$ cat config.mk
export PLATFORM = sky130hd
export DESIGN_NAME = hazard_ctrl
export DESIGN_NICKNAME = d
export VERILOG_FILES = /design/src/rtl/hazard_ctrl.sv
export SDC_FILE = /design/constraint.sdc
export NUM_CORES = 1
export LEC_CHECK = 0
export ABC_CLOCK_PERIOD_IN_PS = 2500
export CORE_MARGIN = 8
export CORE_UTILIZATION = 44
export DETAILED_ROUTE_END_ITERATION = 8
export PLACE_DENSITY = 0.76
export SETUP_SLACK_MARGIN = 0.4
export SKIP_LAST_GASP = 1
export SYNTH_ARGS = -nofsm -noshare
export SYNTH_HDL_FRONTEND = slang
export SYNTH_SLANG_ARGS = --single-unit
$ cat constraint.sdc
create_clock -name clk -period 2.5 [get_ports clk]
set_input_delay 0.5 -clock clk [delete_from_list [all_inputs] [get_ports clk]]
set_output_delay 0.5 -clock clk [all_outputs]
set_load 0.02 [all_outputs]
$ cat src/rtl/hazard_ctrl.sv
// Pipeline hazard/stall controller: load-use and branch handling, a CSR
// sequencing FSM with trap flush, and stall/flush performance counters.
module hazard_ctrl #(
    parameter int CSR_LAT = 3,
    parameter int CNT_W   = 32
) (
    input  logic             clk,
    input  logic             reset,
    input  logic [4:0]       ID_rs1_addr,
    input  logic [4:0]       ID_rs2_addr,
    input  logic             ID_use_rs1,
    input  logic             ID_use_rs2,
    input  logic             ID_rs1_f,
    input  logic             ID_rs2_f,
    input  logic             EXE_MemRead,
    input  logic [4:0]       EXE_write_addr,
    input  logic             EXE_dest_f,
    input  logic             EXE_CSRSel,
    input  logic             branch_taken,
    input  logic             csr_trap,
    input  logic             im_stall,
    input  logic             dm_stall,
    output logic             pc_write,
    output logic             IFID_write,
    output logic             IFID_flush,
    output logic             Control_flush,
    output logic             CSR_stall,
    output logic             CSR_reset,
    output logic [CNT_W-1:0] stall_cycles,
    output logic [CNT_W-1:0] flush_count
);

    typedef enum logic [1:0] {
        IDLE,
        CSR_BUSY,
        CSR_DONE,
        TRAP
    } state_e;

    localparam logic [3:0] CNT_INIT = 4'(CSR_LAT - 1);

    state_e           state_q, state_d;
    logic [3:0]       cnt_q, cnt_d;
    logic [CNT_W-1:0] stall_cycles_q, stall_cycles_d;
    logic [CNT_W-1:0] flush_count_q, flush_count_d;

    logic mem;
    logic rs1_hit;
    logic rs2_hit;
    logic lu;
    logic flush_event;

    // Integer x0 is hardwired to zero and can never be a real producer; FP f0 can.
    always_comb begin
        mem     = im_stall | dm_stall;
        rs1_hit = ID_use_rs1 && (ID_rs1_addr == EXE_write_addr) &&
                  (ID_rs1_f == EXE_dest_f) && (EXE_dest_f || (EXE_write_addr != 5'd0));
        rs2_hit = ID_use_rs2 && (ID_rs2_addr == EXE_write_addr) &&
                  (ID_rs2_f == EXE_dest_f) && (EXE_dest_f || (EXE_write_addr != 5'd0));
        lu      = EXE_MemRead && (rs1_hit || rs2_hit);
    end

    always_comb begin
        state_d       = state_q;
        cnt_d         = cnt_q;
        pc_write      = 1'b1;
        IFID_write    = 1'b1;
        IFID_flush    = 1'b0;
        Control_flush = 1'b0;
        CSR_stall     = 1'b0;
        CSR_reset     = 1'b0;
        flush_event   = 1'b0;

        if (reset) begin
            pc_write   = 1'b0;
            IFID_write = 1'b0;
            state_d    = IDLE;
            cnt_d      = 4'd0;
        end else if (state_q == TRAP) begin
            CSR_reset  = 1'b1;
            IFID_flush = 1'b1;
            IFID_write = 1'b0;
            state_d    = IDLE;
        end else if (csr_trap) begin
            // Abort whatever is in flight; the flush itself happens in TRAP.
            pc_write   = 1'b0;
            IFID_write = 1'b0;
            state_d    = TRAP;
            cnt_d      = 4'd0;
        end else if (state_q == CSR_BUSY) begin
            CSR_stall  = 1'b1;
            pc_write   = 1'b0;
            IFID_write = 1'b0;
            if (!mem) begin
                if (cnt_q == 4'd0) begin
                    state_d = CSR_DONE;
                end else begin
                    cnt_d = cnt_q - 4'd1;
                end
            end
        end else if (mem) begin
            pc_write   = 1'b0;
            IFID_write = 1'b0;
        end else begin
            if (branch_taken) begin
                IFID_flush    = 1'b1;
                Control_flush = 1'b1;
                flush_event   = 1'b1;
            end else if (lu) begin
                pc_write      = 1'b0;
                IFID_write    = 1'b0;
                Control_flush = 1'b1;
            end
            // CSR_DONE never re-triggers, so a held EXE_CSRSel runs one op only.
            if (state_q == CSR_DONE) begin
                state_d = IDLE;
            end else if (EXE_CSRSel) begin
                state_d = CSR_BUSY;
                cnt_d   = CNT_INIT;
            end
        end
    end

    always_comb begin
        stall_cycles_d = stall_cycles_q;
        flush_count_d  = flush_count_q;
        if (!pc_write) begin
            stall_cycles_d = stall_cycles_q + CNT_W'(1);
        end
        if (flush_event) begin
            flush_count_d = flush_count_q + CNT_W'(1);
        end
    end

    always_ff @(posedge clk) begin
        if (reset) begin
            state_q        <= IDLE;
            cnt_q          <= 4'd0;
            stall_cycles_q <= '0;
            flush_count_q  <= '0;
        end else begin
            state_q        <= state_d;
            cnt_q          <= cnt_d;
            stall_cycles_q <= stall_cycles_d;
            flush_count_q  <= flush_count_d;
        end
    end

    assign stall_cycles = stall_cycles_q;
    assign flush_count  = flush_count_q;

endmodule

== After elaboration in Yosys (flattened, before gate mapping) ==
Index checks and enable logic that the tools add are counted.
Word-level totals
  bits in registers: 70
  bits of input ports: 28
Operators by class
  reduce and logical (&&, ||, !) cells: 16
  multiplexer cells: 44
  bitwise operators: 2
  $add $sub $neg: 3
  equal/unequal tests: 11
Operator list (number)
  32-bit by 1-bit adder with 32-bit output, second input constant: 2
  1-bit 2-to-1 mux: 30
  4-bit 2-to-1 mux: 7
  2-bit 2-to-1 mux: 7
  5-bit == test: 2
  1-bit logical AND: 7
  3-bit != test, second input constant: 2
  5-bit AND reduction: 1
  5-bit nonzero test: 1
  2-bit == test, second input constant: 2
  4-bit zero test: 1
  4-bit nonzero test: 1
  4-bit by 1-bit subtractor with 4-bit output, second input constant: 1
  3-bit by 2-bit != test with 1-bit output, second input constant: 1
  3-bit AND reduction: 1
  3-bit nonzero test: 1
  1-bit == test: 2
  2-bit by 1-bit == test with 1-bit output, second input constant: 1
  1-bit logical OR: 2
  2-bit != test, second input constant: 1
  2-bit OR reduction: 1
  1-bit NOT: 1
  1-bit OR: 1

== Logic depth before layout (Yosys ltp) ==
  depth after elaboration: 13
  gate-level depth with buffers: 10
  gate-level depth less buffers: 8

== Worst setup path before layout ==
No wires, ideal clock.
  path type: reg2out
  start: reg state_q[1]
  end: out pc_write
  required time: 2.000 ns
  buffers on the path: 2
  stages on the path, launching flop included: 9
  arrival time: 2.042 ns
  path slack: -0.042 ns
  cells stage by stage: dfxtp_1 > inv_1 > ha_1 > or4_1 > buf_2 > nor2_1 > o221ai_2 > nand2_1 > buf_2
On the way
  cells in the longest elaborated chain, start to end: 5
  elaborated cells on any way between the ends: 6
RTL lines
  start: declaration: line 42  | state_e state_q, state_d;
  start signal: assignment: line 142  | state_q <= state_d;
  2-bit by 1-bit == test with 1-bit output: line 90  | end else if (state_q == CSR_BUSY) begin
  1-bit 2-to-1 mux: line 90
  1-bit 2-to-1 mux: line 84  | end else if (csr_trap) begin
  1-bit 2-to-1 mux (*): line 79  | end else if (state_q == TRAP) begin
  1-bit 2-to-1 mux (*): line 74  | if (reset) begin
  end: declaration: line 23  | output logic pc_write,
Every way passes the cells marked *; elsewhere a longest branch is shown, timed or not.

== Final worst setup path ==
  start: in EXE_write_addr[3]
  end: out Control_flush
On the way
  cells in the longest elaborated chain, start to end: 13
  elaborated cells on any way between the ends: 19
RTL lines
  start: declaration: line 16  | input logic [4:0] EXE_write_addr,
  5-bit == test (on tied branches): line 56, 58
  1-bit logical AND (on tied branches) (2 in a row): line 56, 58
  1-bit logical AND (on tied branches): line 57, 59
  1-bit logical OR (*): line 60  | lu = EXE_MemRead && (rs1_hit || rs2_hit);
  1-bit logical AND (*): line 60
  1-bit 2-to-1 mux (*): line 109  | end else if (lu) begin
  1-bit 2-to-1 mux (*): line 105  | if (branch_taken) begin
  1-bit 2-to-1 mux (*): line 101  | end else if (mem) begin
  1-bit 2-to-1 mux (*): line 90
  1-bit 2-to-1 mux (*): line 84
  1-bit 2-to-1 mux (*): line 79
  1-bit 2-to-1 mux (*): line 74
  end: declaration: line 26  | output logic Control_flush,
Marks and branches as above.

==> reports/metrics.yaml <==
rr_worst_depth: 10
port_buffers: 97
ioPinCount: 98
slew_viol_final: 0
grt_usage_pct: 19.7
min_period_ps: 2410
initial_utilization_pct: 44.5
grt_setup_unrepaired: "true"
p_sw_share_pct: 25.9
synth_area_mm2: 0.00356
synthToLayoutAreaGrowth_pct: 69.5
layout-drive-gt1-share_pct: 32.1
fin_crit_sh_pct: 96.3
finalClockSkew_ps: 8.16
grt_overflow: 0
synth_top_area_share_pct: 39.3
routed_wl_mm: 12.3
antenna_cells: 0
start_kind: "primary input"
synth-seq-cells: 70
rr_endpoint: "flush_count[28]"
final_cells: 713
synth_edf_count: 0
outcome: "complete, no violations"
layout.nets: 638
clkLatencyLatePin_ps: 350
synth_area_per_cell_um2: 8.26
power_frac_clock_pct: 39.8
ys_warn_count: 0
synth_cell_types: 46
clk_pin_slew_ps: 70
final_util_pct: 75.4
worst-setup-path-type: "in -> out"
core-area_mm2: 0.00801
crit_end: "Control_flush"
grt_max_degree: 46
die_w_um: 106
power_density_mw_per_mm2: 426
p_seq_share_pct: 44.5
vias: 3965
critPathLaunch: "EXE_write_addr[3]"
place_congestion: 0.821
internal_power_mw: 1.90
crit_arrival_ps: 1910
hold_viol_final: 0
wl_per_cell_um: 17.3
worstMarginPinSlew_ps: 560
r2r_slack_ps: 160
max_slew_margin_pct: 62.4
cap_violations: 0
row_count: 33
drt-vias-per-instance: 5.56
dp_hpwl_mm: 7.76
yosysTopAreaCell: "dfxtp_1"
worstReg2RegStart: "state_q[1]"
numPlacedInstances: 668
cp_max_fo: 2
setup_viol: 0
worstSetupEndpointType: "output port"
numCtsBuffers: 9
ctsLongestPathBuffers: 2
switching_power_uw: 667
peakVddDrop_mv: 0.299
drtIter0Drc: 156
p_comb_share_pct: 15.6
final_antenna_net_count: 0
async_reset_ff_share_pct: 0
synth_flop_cell: "dfxtp_1"
synthesis.instances: 431
die_area_mm2: 0.0112
tritoncts: "built"
grt_pass1_vias: 3887
cts-root-buf: "clkbuf_8"
antenna_found_initial: 0
h-tree-depth: 3
grt_pass1_wl_mm: 18.5
die_h_um: 106
leakagePower_nw: 2.20
syn-num-nets: 466
fmax_mhz: 415
synthTopCellsByArea: "dfxtp_1 39%, xor2_1 7.4%, a21oi_1 4.9%"
cts_sinks: 70
holdCritPathClass: "reg -> reg"
required_ps: 2000
first_pass_iters: 4
yosysSeqAreaShare_pct: 39.3
drc: 0
==> worst min path at each step <==
| stage | to | depth (start not counted) | start |
|---|---|---|---|
| finish | flush_count[30] | 2 | flush_count[30] |
| global route | cnt_q[0] | 2 | cnt_q[0] |
| CTS | cnt_q[0] | 2 | cnt_q[0] |
| detailed placement | cnt_q[0] | 2 | cnt_q[0] |
| global placement | cnt_q[0] | 2 | cnt_q[0] |
| floorplan | cnt_q[0] | 2 | cnt_q[0] |
==> power groups by stage <==
stage,sequential (mW),combinational [mW],clock (mW)
global placement,1.17,0.285,0
floorplan,1.18,0.138,0
CTS,1.14,0.331,1.03
finish,1.15,0.401,1.02
global route,1.15,0.426,1.08
detailed placement,1.17,0.294,0
==> Yosys cell counts (all sizes together) (3+ instances only) <==
cell and count:
nor3 4, a21oi 36, o31ai 7, nand4 20, nand2 29, and4 7, inv 12, and2 3
dfxtp 70, nand3 30, o31a 3, buf 3, xnor2 15, o21ai 21, or3 22, and3 12
ha 7, nand2b 4, clkbuf 13, or2 3, xor2 30, or4 9, nor2 46, nor4 4
==> stage by stage <==
step                      hold slack, ps  area [um^2]  setup slack (ps)  setup TNS [ps]  power (mW)
after floorplan                      444         3650               161               0        1.32
after global placement               458         5060              -700          -11750        1.45
after detailed placement             471         5060              -727          -13660        1.46
after CTS                            482         5570             -22.8           -32.1        2.51
after global routing                 509         6040              36.9               0        2.66
final                                496         6040              92.8               0        2.57
==> cell type report <==
type                    instances  area [um^2]
fillers                       545         1970
inverters                      12         45.0
multi-input cells             333         2510
clock buffers                   9          124
well taps                     105          131
repair buffers                177         1720
flip-flops and latches         70         1410
clock inverters                 7         97.6
==> repair_timing <==
action	CTS	global route
endpoints found under the setup margin	70	68
pin swaps	33	58
hold endpoints to repair	0	0
gates resized for setup	115	89
buffers inserted	11	17
cloned	1	0
hold buffers	0	0
==> sequential cells by signal, summed over array words and instances (netlist names) <==
name and cells:
state_q 2, cnt_q 4, stall_cycles 32, flush_count 32
==> placed cells by master, fill, tap and decap left out, types with 18 or more instances in the layout <==
cell / n
a21oi_2: 18
buf_4: 44
buf_6: 36
clkdlybuf4s50_1: 69
dfxtp_1: 67
nand2_1: 23
nand3_1: 20
nand4_1: 20
nor2_1: 42
xor2_1: 30
==> kinds of logic after synthesis <==
kind of cell	count (synthesis)	synth area share, %
compound gates	79	13.1
fa+ha+maj	7	2.46
simple gates	200	30.5
buf+inv	28	3.02
flops	70	39.3
mux	2	0.562
xor+xnor	45	11.1
==> metal layers <==
metal | GRT usage [%] | wire length (um) | vias to the layer above
met3 | 3.87 | 645 | 33
met2 | 32.9 | 6210 | 124
met5 | 0 | 0 | -
li1 | - | - | 1900
met1 | 23.3 | 5090 | 1908
met4 | 10.8 | 376 | 0
==> worst max-delay path, cell delays in order <==
cell     delay (ps)
buf_6            90
or4_4           540
o31a_1          300
buf_6           130
a21oi_2         120
nor3_1           70
buf_4           150
Power figures use the tool's default switching activity.
